[config.mk]
export PLATFORM = sky130hd
export DESIGN_NAME = identity_sweeper
export DESIGN_NICKNAME = d
export VERILOG_FILES = /design/src/rtl/identity_sweeper_pkg.sv /design/src/rtl/identity_sweeper_sweep_counter.sv /design/src/rtl/identity_sweeper.sv
export SDC_FILE = /design/constraint.sdc
export NUM_CORES = 1
export LEC_CHECK = 0
export BUFFER_PORTS_ARGS = -buffer_cell sky130_fd_sc_hd__buf_2
export CAP_MARGIN = 10
export CORE_MARGIN = 2
export CORE_UTILIZATION = 30
export DETAILED_ROUTE_END_ITERATION = 12
export PLACE_DENSITY = 0.49
export RECOVER_POWER = 100
export SLEW_MARGIN = 40
export SYNTH_ARGS = -nofsm -noshare
export SYNTH_HDL_FRONTEND = slang
export SYNTH_SLANG_ARGS = --single-unit
[constraint.sdc]
create_clock -name clk -period 1.85 [get_ports clk]
set_clock_uncertainty 0.2 [all_clocks]
set_input_delay 0.0925 -clock clk [delete_from_list [all_inputs] [get_ports clk]]
set_output_delay 0.0925 -clock clk [all_outputs]
set_load 0.01 [all_outputs]
[src/rtl/identity_sweeper_pkg.sv]
// identity_sweeper_pkg: shared FSM state encoding and dwell-counter width helper for identity_sweeper
package identity_sweeper_pkg;
  typedef enum logic [1:0] {
    ST_IDLE  = 2'd0,
    ST_SWEEP = 2'd1,
    ST_DONE  = 2'd2
  } state_t;
  function automatic int dwell_w(input int dwell);
    return dwell > 1 ? $clog2(dwell) : 1;
  endfunction
endpackage

[src/rtl/identity_sweeper_sweep_counter.sv]
// sweep_counter: dwell counter plus ascending vector counter that holds on its last vector
module sweep_counter
  import identity_sweeper_pkg::*;
#(
  parameter int N_IN  = 3,
  parameter int DWELL = 20
) (
  input  logic            clk,
  input  logic            rst,
  input  logic            clr,
  input  logic            en,
  output logic [N_IN-1:0] vec,
  output logic            sample_pulse,
  output logic            last_vec
);
  localparam int CW = dwell_w(DWELL);
  logic [CW-1:0] cnt;
  assign sample_pulse = cnt == CW'(DWELL - 1);
  assign last_vec     = &vec;
  // dwell count wraps on the sample cycle, which is also when the vector advances
  always_ff @(posedge clk) begin
    if (rst || clr) begin
      cnt <= '0;
      vec <= '0;
    end else if (en) begin
      cnt <= sample_pulse ? '0 : cnt + CW'(1);
      if (sample_pulse && !last_vec) vec <= vec + N_IN'(1);
    end
  end
endmodule

[src/rtl/identity_sweeper.sv]
// identity_sweeper: exhaustive truth-table sweep comparing lhs/rhs; STOP_ON_FIRST_ERR_EN halts on the first mismatch
module identity_sweeper
  import identity_sweeper_pkg::*;
#(
  parameter int N_IN  = 3,
  parameter int DWELL = 20
) (
  input  logic            clk,
  input  logic            rst,
  input  logic            start,
  output logic [N_IN-1:0] vec_out,
  input  logic            lhs_in,
  input  logic            rhs_in,
  output logic            busy,
  output logic            done,
  output logic            pass,
  output logic [N_IN:0]   err_count,
  output logic [N_IN-1:0] first_err_vec,
  output logic            first_err_valid
);
`ifdef STOP_ON_FIRST_ERR_EN
  localparam bit STOP = 1'b1;
`else
  localparam bit STOP = 1'b0;
`endif
  state_t state;
  logic sample_pulse, last_vec, sample, mism, stop_now, clr, en;
  assign mism     = lhs_in ^ rhs_in;
  assign sample   = sample_pulse && state == ST_SWEEP;
  assign stop_now = STOP && sample && mism;
  assign clr      = state != ST_SWEEP && start;
  assign en       = state == ST_SWEEP && !stop_now;
  sweep_counter #(.N_IN(N_IN), .DWELL(DWELL)) u_cnt (
    .clk          (clk),
    .rst          (rst),
    .clr          (clr),
    .en           (en),
    .vec          (vec_out),
    .sample_pulse (sample_pulse),
    .last_vec     (last_vec)
  );
  // sweep control and result capture; a stop freezes the counter so the failing vector stays applied
  always_ff @(posedge clk) begin
    if (rst) begin
      state           <= ST_IDLE;
      busy            <= 1'b0;
      done            <= 1'b0;
      pass            <= 1'b0;
      err_count       <= '0;
      first_err_vec   <= '0;
      first_err_valid <= 1'b0;
    end else if (state != ST_SWEEP) begin
      if (start) begin
        state           <= ST_SWEEP;
        busy            <= 1'b1;
        done            <= 1'b0;
        pass            <= 1'b0;
        err_count       <= '0;
        first_err_vec   <= '0;
        first_err_valid <= 1'b0;
      end
    end else if (sample) begin
      if (mism) begin
        err_count <= err_count + (N_IN+1)'(1);
        if (!first_err_valid) begin
          first_err_vec   <= vec_out;
          first_err_valid <= 1'b1;
        end
      end
      if (last_vec || stop_now) begin
        state <= ST_DONE;
        busy  <= 1'b0;
        done  <= 1'b1;
        pass  <= err_count == '0 && !mism;
      end
    end
  end
endmodule

After elaboration in Yosys (flattened, before gate mapping)
Index checks and enable logic that the tools add are counted.
W data, S select, Z words.
{"block": "op_classes", "addsub": 3, "n_reduce_logical": 16, "eq_ne": 5, "bitwise": 1, "mux": 28}
{"cell": "$mux W4", "count": 4}
{"cell": "$mux W3", "count": 5}
{"cell": "$mux W1", "count": 14}
{"cell": "$reduce_and A3 Y1", "count": 3}
{"cell": "$mux W2", "count": 4}
{"cell": "$reduce_bool A2 Y1", "count": 3}
{"cell": "$add A5 B1 Y5 const B", "count": 1}
{"cell": "$eq A5 B5 Y1 const B", "count": 1}
{"cell": "$mux W5", "count": 1}
{"cell": "$add A4 B1 Y4 const B", "count": 1}
{"cell": "$logic_and A1 B1 Y1", "count": 4}
{"cell": "$logic_not A4 Y1", "count": 1}
{"cell": "$ne A2 B1 Y1 const B", "count": 2}
{"cell": "$reduce_and A4 Y1", "count": 1}
{"cell": "$add A3 B1 Y3 const B", "count": 1}
{"cell": "$eq A2 B1 Y1 const B", "count": 1}
{"cell": "$logic_not A1 Y1", "count": 2}
{"cell": "$ne A2 B2 Y1 const B", "count": 1}
{"cell": "$reduce_and A2 Y1", "count": 1}
{"cell": "$logic_or A1 B1 Y1", "count": 1}
{"cell": "$xor A1 B1 Y1", "count": 1}
{"block": "word_totals", "reg_bits": 21}

Depth between registers and ports, before layout
Gate-level depths: netlist (run 1).
{"block": "logic_depth", "ltp_word": 6, "depth_mapped": 5, "mapped_depth_nobuf": 5}

Modules after synthesis
From an unflattened synthesis (run 1), not the netlist that was laid out.
{"block": "hier_totals", "hier_cells": 111, "hier_area_um2": 1063.5}
{"mod": "identity_sweeper", "area_each_um2": 641.9, "cells_per_inst": 68, "seq_area_each_um2": 220.2, "n_inst": 1}
{"mod": "sweep_counter", "area_each_um2": 421.7, "cells_per_inst": 43, "seq_area_each_um2": 160.2, "n_inst": 1}

Least setup slack after synthesis (run 1)
OpenSTA, ideal clock, no wires.
{"block": "synth_timing", "path_kind": "register to register", "start": "reg u_cnt.cnt[0]", "end": "reg first_err_vec[0]", "arrival_ns": 1.379, "path_stages_with_launch": 6, "slack_ns": 0.147, "synth_period_minus_slack_ns": 1.703, "path_buffers": 1, "cell_sequence": "dfxtp_1 -> ha_1 -> nand4bb_1 -> or4_1 -> buf_2 -> mux2i_1"}
{"block": "synth_between", "elab_chain_len": 4}
{"element": "start, declared", "line": "identity_sweeper_sweep_counter.sv:17", "text": "logic [CW-1:0] cnt;"}
{"element": "start signal, assigned", "line": "identity_sweeper_sweep_counter.sv:26", "text": "cnt <= sample_pulse ? '0 : cnt + CW'(1);"}
{"element": "$eq A5 B5 Y1", "line": "identity_sweeper_sweep_counter.sv:18", "text": "assign sample_pulse = cnt == CW'(DWELL - 1);"}
{"element": "$logic_and A1 B1 Y1", "line": "identity_sweeper.sv:29", "text": "assign sample = sample_pulse && state == ST_SWEEP;"}
{"element": "$reduce_bool A2 Y1 (no line)"}
{"element": "$reduce_and A4 Y1 (no line)"}
{"element": "end signal, assigned", "line": "identity_sweeper.sv:66", "text": "first_err_vec <= vec_out;"}
{"element": "end, declared", "line": "identity_sweeper.sv:18", "text": "output logic [N_IN-1:0] first_err_vec,"}
No other way between the ends.
A chain may end at the register's enable or synchronous reset.

Worst setup path after layout (run 1)
{"block": "layout_timing", "start": "reg u_cnt.cnt[1]", "end": "reg err_count[1]"}
{"block": "layout_between", "elab_chain_len": 4}
{"element": "$eq A5 B5 Y1", "line": "identity_sweeper_sweep_counter.sv:18"}
{"element": "$logic_and A1 B1 Y1", "line": "identity_sweeper.sv:29"}
{"element": "$reduce_bool A2 Y1 (no line)"}
{"element": "$reduce_and A3 Y1 (no line)"}
{"element": "end signal, assigned", "line": "identity_sweeper.sv:64", "text": "err_count <= err_count + (N_IN+1)'(1);"}
{"element": "end, declared", "line": "identity_sweeper.sv:17", "text": "output logic [N_IN:0] err_count,"}
No other way between the ends.

==> summary.txt, run 1 <==
Global routing
  – First-pass GRT wire length: slightly below 4000 µm
  – Remaining global-route overflow: 0
  – Number of global-route vias before repair: between 800 and 900
  – GR Util All Layers: between 10% and 20%
  – Antenna violations before repair: 0
  – Met1 Usage GRT: between 10% and 20%
  – Largest net degree at the start of global routing: 18
  – Grt met3 use: under 10%
  – GRT met2 Usage: a little under a quarter
  – GRT busiest layer: met2

Timing
  – Max Freq: 549.9 MHz
  – Final setup violation count: 0
  – Relative slew slack: between 50 and 60%
  – Unrepaired setup endpoints after global routing: true
  – Final hold violation count: 0
  – Min cycle time layout: 1819 ps
  – Post-route setup slack: roughly 31 ps
  – Hold WS: about 94 ps
  – Worst-margin pin slew: 625.3 ps
  – Final Max Tran Viols: 0
  – Final period util: 98.30%

Synth
  – Synth warn: 0
  – Number of flops mapped to enable cells by yosys: 0
  – FFs w/ async S/R, synth: 0%
  – Post-synth top cells: 19 x dfxtp_1, 13 x a21oi_1, 10 x nand2_1
  – Post-synth top area share: between 30% and 40%
  – Cell type with the highest aggregate area in the netlist: dfxtp_1
  – Predominant post-synthesis flop cell: dfxtp_1
  – Yosys cell types: 32
  – Syn Std Cell Area: approximately 1000 µm²
  – Top post-synthesis cells by area: dfxtp_1 39%, a21oi_1 6.6%, ha_1 6.3%
  – Sequential share of the synthesized area: 38.53%
  – Synth Net Count: between 100 and 150
  – Syn avg cell area: 8.894 µm²
  – FF+latch count, synth: 19
  – Count leader, synth: dfxtp_1
  – Mapped Cells: 111

Cells and area
  – Layout Cells excl Fill: around 190
  – Final #Nets: between 150 and 200
  – Fraction of layout cells with a size suffix above 1: a little under a quarter
  – Area Overhead vs Synth: 25.86%
  – ANT cells: 0

Worst setup path
  – Highest-delay cell along the critical path: or3_4
  – Crit Path Max Fanout: 4
  – CP Class: reg -> reg
  – Critical Path, Cell by Cell: ha_1, nand4bb_1, buf_4, or3_4, a31o_2
  – Crit path arrival time: 1820 ps
  – Worst path max stage delay: 390 ps
  – Crit. End Element: register
  – Critical Path RT: 1850 ps
  – Worst setup SP type: register

Floorplanning
  – Die W: between 60 and 70 µm
  – Total die area: about 3800 µm²
  – Starting density of the core: between 30% and 40%
  – Die Span Y: roughly 60 µm
  – Site Rows: 20
  – Std-Cell Core Area: between 3000 and 4000 µm²
  – Top-Level Pins: 19

Detailed routing
  – Vias/cell: between 4 and 5
  – Post-DRT Antenna Nets: 0
  – Avg WL per Cell: between 10 and 15 µm
  – Initial DRC Count: 51
  – DRC: 0
  – DRT Wirelength: 2323 µm
  – 1st-pass router iterations: 4
  – Via count: around 930

Clock tree
  – Clock sinks: 19
  – CTS tree: done
  – Later-pin clock latency in the skew report: approximately 300 ps
  – H-tree levels: 1
  – TritonCTS Buffers: 3
  – CTS root buf: clkbuf_4
  – Clock-pin slew on the worst setup and hold paths: ~120 ps
  – Clock buffer depth: 2

Job
  – Max-cap violations: 0

Placed design
  – # placed instances: roughly 180
  – IO Port Bufs: 18
  – Post-place setup slack: -1.556 ps
  – Routability cong.: about 0.76
  – DPL Wire Length: between 1500 and 2000 µm

Power and ir drop
  – VDD IR max: roughly 420 µV
  – P_leak: 0.4578 nW
  – PwrDens: about 570 nW/µm²

Status
  – Status: finished clean

Worst hold path
  – Worst hold path type: in -> reg
[metrics by stage]
| step | setup TNS, ps | utilization [%] | power, mW | cell area [µm²] |
|---|---|---|---|---|
| detailed placement | -1.556 | 37.90 | 0.4921 | 1176 |
| CTS | 0 | 39.76 | 0.7151 | 1234 |
| finish | 0 | 40.04 | 0.7038 | 1242 |
| global placement | 0 | 37.90 | 0.4912 | 1176 |
| floorplan | 0 | - | 0.4685 | 987.2 |
| global route | -44.31 | 40.04 | 0.7415 | 1242 |
[worst max-delay path: cells and delay by family (launching register included)]
kind                     cells  cell delay (ps)
buffers and inverters        1              200
AND/OR/NAND/NOR              2              570
flip-flops                   1              350
adder cells (fa/ha/maj)      1              150
AO/OA/AOI/OAI                1              230
[metal layers]
metal  vias to the layer above  share of wire [%]
li1                        472                  -
met1                       439                 49
met2                        15                 48
met3                         2                3.1
met4                         0               0.65
met5                         -                  0
[layout make-up]
type	count	area [µm²]
Sequential cell	19	382.9
Fill cell	353	1861
Tap cell	44	55.05
Clock inverter	1	5.005
Timing Repair Buffer	33	181.4
Clock buffer	3	22.52
Multi-Input combinational cell	81	576.8
Inverter	5	18.77
[flip-flops by register name, summed over array words and instances, names as in the netlist]
signal           count
first_err_valid      1
state                1
pass                 1
u_cnt.cnt            5
done                 1
err_count            4
first_err_vec        3
u_cnt.vec            3
[final timing paths]
kind	start	endpoint	slack [ps]	cells after the start
max	u_cnt.cnt[1]	err_count[1]	30	5
min	lhs_in	pass	90	4
max reg2reg	u_cnt.cnt[1]	err_count[1]	30	5
min reg2reg	pass	pass	280	2
[what timing repair did]
item / CTS / global route
cloned: 0 / 0
endpoints found under the setup margin: 2 / 8
setup buffers: 1 / 2
endpoints found under the hold margin: 5 / 0
resized for setup: 2 / 4
hold buffers: 2 / 0
[where the power goes]
group	switching (mW)	internal, mW
clock network	0.137	0.0806
logic	0.0447	0.0265
registers	0.00268	0.413
[kinds of logic after synthesis]
family / Yosys count / share of synthesized area, %
AND/OR/NAND/NOR: 41 / 25.86
AO/OA/AOI/OAI: 29 / 18.25
flip-flops: 19 / 38.53
buffers and inverters: 11 / 5.069
multiplexers: 5 / 5.070
adder cells (fa/ha/maj): 5 / 6.337
XOR/XNOR: 1 / 0.8874
[placed cells by master (no fill, tap or decap), types with 2 or more instances in the layout]
cell type       n
inv_1           3
mux2i_1         5
buf_2           5
dlygate4sd3_1   2
nand3b_1        2
buf_4          10
clkinv_1        2
a31o_2          2
a21oi_1        13
nand2_1        10
o31ai_1         6
o211ai_1        5
or3_1           4
ha_1            5
dfxtp_1        17
or2_2           2
dfxtp_2         2
nor4_1          2
clkbuf_1       15
clkbuf_4        3
nand3_1         5
o21ai_0         3
nor2b_1         3
Note: power is estimated with default switching activity, not from simulation.
==> inputs of run 2 (changes only) <==
--- a/config.mk
+++ b/config.mk
@@ -7,6 +7,7 @@
 export LEC_CHECK = 0
 export BUFFER_PORTS_ARGS = -buffer_cell sky130_fd_sc_hd__buf_2
 export CAP_MARGIN = 10
+export CORE_ASPECT_RATIO = 0.5
 export CORE_MARGIN = 2
 export CORE_UTILIZATION = 30
 export DETAILED_ROUTE_END_ITERATION = 12
==> summary.txt, run 2 (same netlist as run 1, synthesis figures left out) <==
Detailed routing
  – Initial DRC Count: 61 (was 51)
  – Post-DRT Antenna Nets: 0 (unchanged)
  – 1st-pass router iterations: 6 (was 4)
  – Avg WL per Cell: 12.89 µm (was 12.49 µm)
  – Via count: 887 (was 928)
  – DRT Wirelength: 2346 µm (was 2323 µm)
  – DRC: 0 (unchanged)
  – Vias/cell: 4.874 (was 4.989)

Cells and area
  – Biggest regs: u_cnt.cnt (5), err_count (4) (unchanged)
  – Final #Nets: 153 (unchanged)
  – Area Overhead vs Synth: 27.50% (was 25.86%)
  – Most common cell after layout, fill and taps aside: dfxtp_1 (unchanged)
  – Layout Cells excl Fill: 182 (was 186)
  – Fill count: 315 (was 353)
  – Biggest register: u_cnt.cnt (unchanged)
  – Fraction of layout cells with a size suffix above 1: 21.13% (was 22.54%)
  – Most frequent cells in the layout: 17 x dfxtp_1, 15 x clkbuf_1, 13 x a21oi_1 (unchanged)
  – Max reg flops: 5 (unchanged)
  – ANT cells: 0 (unchanged)

Placed design
  – Routability cong.: 0.7262 (was 0.7624)
  – # placed instances: 176 (was 177)
  – DPL Wire Length: 1684 µm (was 1711 µm)
  – IO Port Bufs: 18 (unchanged)

Floorplanning
  – Die Span Y: 44.57 µm (was 61.37 µm)
  – Top-Level Pins: 19 (unchanged)
  – Site Rows: 14 (was 20)
  – Std-Cell Core Area: 3065 µm² (was 3103 µm²)
  – Starting density of the core: 32.20% (was 31.81%)
  – Total die area: 3794 µm² (was 3766 µm²)
  – Die W: 85.13 µm (was 61.37 µm)

Timing
  – Final period util: 95.78% (was 98.30%)
  – Worst-margin pin slew: 586.9 ps (was 625.3 ps)
  – Min cycle time layout: 1772 ps (was 1819 ps)
  – Final Max Tran Viols: 0 (unchanged)
  – Setup TNS Final: 0 ps (unchanged)
  – Final setup violation count: 0 (unchanged)
  – Relative slew slack: 60.59% (was 58.01%)
  – Max Freq: 564.4 MHz (was 549.9 MHz)
  – Unrepaired setup endpoints after global routing: false (was true)
  – Final hold violation count: 0 (unchanged)

Global routing
  – Number of global-route vias before repair: 787 (was 867)
  – Antenna violations before repair: 0 (unchanged)
  – Remaining global-route overflow: 0 (unchanged)
  – GR Util All Layers: 13.58% (was 14.08%)
  – Largest net degree at the start of global routing: 11 (was 18)
  – First-pass GRT wire length: 3946 µm (unchanged)

Worst setup path
  – Depth of the worst register-to-register path: 5 (unchanged)
  – Crit Path Max Fanout: 5 (was 4)
  – Critical Path End: err_count[1] (unchanged)
  – Worst setup SP type: register (unchanged)
  – Critical Path RT: 1800 ps (was 1850 ps)
  – Crit path arrival time: 1730 ps (was 1820 ps)
  – R2R Path End: err_count[1] (unchanged)
  – CP Class: reg -> reg (unchanged)
  – Crit. End Element: register (unchanged)
  – R2r setup slk: 80 ps (was 30 ps)
  – Worst R2R Start: u_cnt.cnt[0] (was u_cnt.cnt[1])
  – Crit. Startpoint: u_cnt.cnt[0] (was u_cnt.cnt[1])

Clock tree
  – Clock-pin slew on the worst setup and hold paths: 70 ps (was 120 ps)
  – CTS root buf: clkbuf_8 (was clkbuf_4)
  – Setup Fix Bufs, Post-CTS: 0 (was 1)
  – Clock buffer depth: 2 (unchanged)
  – Clock sinks: 19 (unchanged)
  – H-tree levels: 1 (unchanged)
  – Later-pin clock latency in the skew report: 250 ps (was 300 ps)
  – TritonCTS Buffers: 3 (unchanged)
  – CTS tree: done (unchanged)

Power and ir drop
  – Logic pwr share: 9.3% (was 10.1%)
  – P_leak: 0.4627 nW (was 0.4578 nW)
  – P_int: 0.5926 mW (was 0.5199 mW)
  – Flop pwr share: 53.2% (was 59.0%)
  – PwrDens: 619.6 nW/µm² (was 566.5 nW/µm²)
  – Clock group share of total power: 37.5% (was 30.9%)
  – P_sw: 0.1872 mW (was 0.1839 mW)
  – Switching part of the total: 24.01% (was 26.13%)
  – VDD IR max: 325.9 µV (was 423.5 µV)

Status
  – Status: finished clean (unchanged)

Job
  – Max-cap violations: 0 (unchanged)

Worst hold path
  – Worst hold path type: in -> reg (unchanged)
==> run 2: cell count changes in the layout (fill, tap and decap cells not counted), moves of 2 or more <==
cell | previous run | this run
buf_2 | 5 | 7
buf_4 | 10 | 8
clkbuf_4 | 3 | 0
clkbuf_8 | 0 | 3
==> run 2: worst max-delay path: stages, from the launching register on <==
cell and delay, ps:
dfxtp_2 330, ha_1 210, nand4bb_4 140, clkbuf_2 170, or3_4 400, a31o_2 230
==> run 2: cell type report <==
cell class	instances	area (µm²)	share of cell area [%]
sequential	19	382.9	30.42
timing repair buffer	33	177.7	14.12
clock buffer	4	45.04	3.579
tap	40	50.05	3.976
inverter	5	18.77	1.491
multi-input combinational	81	584.3	46.42
==> run 2: what timing repair did <==
action,CTS,global route
endpoints found under the setup margin,2,7
endpoints found under the hold margin,3,0
gates resized for setup,1,5
pin swaps,0,0
hold buffers,2,0
==> run 2: worst min path at each step <==
| stage | slack, ps | from | endpoint | depth (start not counted) |
|---|---|---|---|---|
| 2_1_floorplan | 30 | start | state[0] | 2 |
| 3_3_place_gp | 180 | start | state[0] | 3 |
| 3_5_place_dp | 180 | rst | first_err_valid | 2 |
| 4_1_cts | 130 | lhs_in | pass | 4 |
| 5_1_grt | 190 | lhs_in | pass | 4 |
| 6_report | 160 | lhs_in | pass | 4 |
==> run 2: power groups by stage <==
| stage | combinational, mW | clock [mW] | sequential, mW |
|---|---|---|---|
| after global placement | 0.0707 | 0 | 0.424 |
| after floorplan | 0.0416 | 0 | 0.427 |
| after detailed placement | 0.0707 | 0 | 0.425 |
| final | 0.0727 | 0.292 | 0.415 |
| after global routing | 0.0819 | 0.324 | 0.416 |
| after CTS | 0.0747 | 0.307 | 0.415 |
==> run 2: per-layer routing <==
layer  share of wire [%]  global-route usage [%]
met1                  52                   19.73
met2                  43                   19.53
met3                 4.7                   4.478
met4                0.81                   2.857
met5                   0                       0
==> run 2: per-stage QoR <==
step	hold WS (ps)	power [mW]	instance area [µm²]	util, %	setup WS, ps
floorplan	28.55	0.4685	987.2	-	147.3
global placement	181.7	0.4949	1194	38.94	34.12
detailed placement	181.2	0.4953	1194	38.94	-5.632
CTS	127.8	0.7961	1264	41.22	17.10
global route	186.3	0.8219	1259	41.06	18.06
finish	161.5	0.7799	1259	41.06	78.13
==> inputs of run 3 (changes only) <==
--- a/config.mk
+++ b/config.mk
@@ -6,12 +6,11 @@
 export NUM_CORES = 1
 export LEC_CHECK = 0
 export BUFFER_PORTS_ARGS = -buffer_cell sky130_fd_sc_hd__buf_2
-export CAP_MARGIN = 10
+export CAP_MARGIN = 20
 export CORE_ASPECT_RATIO = 0.5
 export CORE_MARGIN = 2
 export CORE_UTILIZATION = 30
 export DETAILED_ROUTE_END_ITERATION = 12
-export PLACE_DENSITY = 0.49
 export RECOVER_POWER = 100
 export SLEW_MARGIN = 40
 export SYNTH_ARGS = -nofsm -noshare
==> summary.txt, run 3 (same netlist as run 1, synthesis figures left out) <==
Detailed routing
  – DRC: 0 (unchanged)
  – Initial DRC Count: 55 (was 61)
  – DRT Wirelength: 2397 µm (was 2346 µm)
  – 1st-pass router iterations: 4 (was 6)
  – Vias/cell: 5.055 (was 4.874)
  – Post-DRT Antenna Nets: 0 (unchanged)
  – Avg WL per Cell: 13.10 µm (was 12.89 µm)
  – Via count: 925 (was 887)

Global routing
  – Largest net degree at the start of global routing: 14 (was 11)
  – Antenna violations before repair: 0 (unchanged)
  – First-pass GRT wire length: 3905 µm (was 3946 µm)
  – GR Util All Layers: 13.25% (was 13.58%)
  – Number of global-route vias before repair: 847 (was 787)
  – Remaining global-route overflow: 0 (unchanged)

Cells and area
  – ANT cells: 0 (unchanged)
  – Area Overhead vs Synth: 27.88% (was 27.50%)
  – Max reg flops: 5 (unchanged)
  – Fraction of layout cells with a size suffix above 1: 20.98% (was 21.13%)
  – Most common cell after layout, fill and taps aside: dfxtp_1 (unchanged)
  – Biggest regs: u_cnt.cnt (5), err_count (4) (unchanged)
  – Most frequent cells in the layout: 19 x dfxtp_1, 16 x clkbuf_1, 13 x a21oi_1 (was 17 x dfxtp_1, 15 x clkbuf_1, 13 x a21oi_1)
  – Biggest register: u_cnt.cnt (unchanged)
  – Final #Nets: 154 (was 153)

Power and ir drop
  – Clock group share of total power: 37.7% (was 37.5%)
  – Final Power: 0.7882 mW (was 0.7799 mW)
  – Flop pwr share: 52.6% (was 53.2%)
  – P_int: 0.5955 mW (was 0.5926 mW)
  – Logic pwr share: 9.7% (was 9.3%)
  – P_leak: 0.4601 nW (was 0.4627 nW)
  – P_sw: 0.1927 mW (was 0.1872 mW)
  – PwrDens: 624.4 nW/µm² (was 619.6 nW/µm²)
  – VDD IR max: 271.7 µV (was 325.9 µV)
  – Switching part of the total: 24.45% (was 24.01%)

Worst setup path
  – Worst setup SP type: register (unchanged)
  – Worst path max stage delay: 400 ps (about the same)
  – Critical Path, Cell by Cell: ha_2, nand4bb_4, clkbuf_1, or3_4, a31o_2 (was ha_1, nand4bb_4, clkbuf_2, or3_4, a31o_2)
  – Crit path arrival time: 1740 ps (was 1730 ps)
  – CP delay by family, top: simple AND/OR/NAND/NOR gates (unchanged)
  – Critical Path RT: 1800 ps (about the same)
  – Crit path buffers/inverters: 1 (unchanged)
  – Crit. End Element: register (unchanged)
  – CP Class: reg -> reg (unchanged)
  – Crit Path Max Fanout: 3 (was 5)
  – Highest-delay cell along the critical path: or3_4 (unchanged)

Floorplanning
  – Starting density of the core: 32.20% (unchanged)
  – Std-Cell Core Area: 3065 µm² (unchanged)
  – Top-Level Pins: 19 (unchanged)
  – Die Span Y: 44.57 µm (unchanged)
  – Total die area: 3794 µm² (unchanged)
  – Die W: 85.13 µm (unchanged)
  – Site Rows: 14 (unchanged)

Timing
  – Hold WS: 191.5 ps (was 161.5 ps)
  – Final period util: 96.37% (was 95.78%)
  – Final setup violation count: 0 (unchanged)
  – Post-route setup slack: 67.08 ps (was 78.13 ps)
  – Relative slew slack: 70.98% (was 60.59%)
  – Unrepaired setup endpoints after global routing: false (unchanged)
  – Setup TNS Final: 0 ps (unchanged)
  – Final Max Tran Viols: 0 (unchanged)
  – Final hold violation count: 0 (unchanged)
  – Worst-margin pin slew: 432.2 ps (was 586.9 ps)
  – Max Freq: 560.9 MHz (was 564.4 MHz)
  – Min cycle time layout: 1783 ps (was 1772 ps)

Placed design
  – IO Port Bufs: 18 (unchanged)
  – Routability cong.: 0.7588 (was 0.7262)
  – DPL Wire Length: 1701 µm (was 1684 µm)
  – Post-place setup slack: 36.63 ps (was -5.632 ps)

Status
  – Status: finished clean (unchanged)

Clock tree
  – Clock sinks: 19 (unchanged)
  – Clock buffer depth: 2 (unchanged)
  – TritonCTS Buffers: 3 (unchanged)
  – Later-pin clock latency in the skew report: 260 ps (was 250 ps)
  – CTS tree: done (unchanged)
  – H-tree levels: 1 (unchanged)
  – CTS root buf: clkbuf_8 (unchanged)
  – Clock-pin slew on the worst setup and hold paths: 80 ps (was 70 ps)
  – Setup Fix Bufs, Post-CTS: 0 (unchanged)

Job
  – Max-cap violations: 0 (unchanged)

Worst hold path
  – Worst hold path type: in -> reg (unchanged)
[run 3: worst reg2reg max path: stages (launching register included)]
cell and delay (ps):
dfxtp_1 340, ha_2 220, nand4bb_4 140, clkbuf_1 150, or3_4 400, a31o_2 230
[run 3: stage by stage]
step | util [%] | cell area [µm²] | cells
after global routing | 41.18 | 1262 | 183
after detailed placement | 39.18 | 1201 | 177
final | 41.18 | 1262 | 183
after global placement | 39.18 | 1201 | 177
after CTS | 41.31 | 1266 | 183
after floorplan | - | 987.2 | 111
[run 3: final timing paths]
kind,end,from,depth (start not counted),slack [ps]
worst max-delay path,err_count[0],u_cnt.cnt[0],5,70
worst min-delay path,err_count[3],lhs_in,4,190
worst max register to register,err_count[0],u_cnt.cnt[0],5,70
worst min register to register,pass,pass,2,280
[run 3: routing by layer]
layer	share of wire (%)	GRT usage (%)
met1	53	18.05
met2	45	20.16
met3	1.9	3.918
met4	0	4.762
met5	0	0
[run 3: area by class of cell]
type / instances / area [µm²]
multi-input combinational: 81 / 584.3
timing repair buffer: 34 / 183.9
fill: 313 / 1803
clock buffer: 4 / 45.04
sequential: 19 / 380.4
tap: 40 / 50.05
inverter: 5 / 18.77
[run 3: repair_timing]
| action | 4_1_cts | 5_1_grt |
|---|---|---|
| gates resized for setup | 0 | 4 |
| endpoints found under the setup margin | 0 | 7 |
| endpoints found under the hold margin | 3 | 0 |
| hold buffers | 2 | 0 |
[run 3: power by group through the flow]
| stage | Sequential (mW) | Combinational (mW) | Clock, mW |
|---|---|---|---|
| after floorplan | 0.427 | 0.0416 | 0 |
| after global placement | 0.424 | 0.0734 | 0 |
| after detailed placement | 0.424 | 0.0742 | 0 |
| after CTS | 0.415 | 0.0775 | 0.306 |
| after global routing | 0.415 | 0.0842 | 0.315 |
| final | 0.415 | 0.0762 | 0.297 |
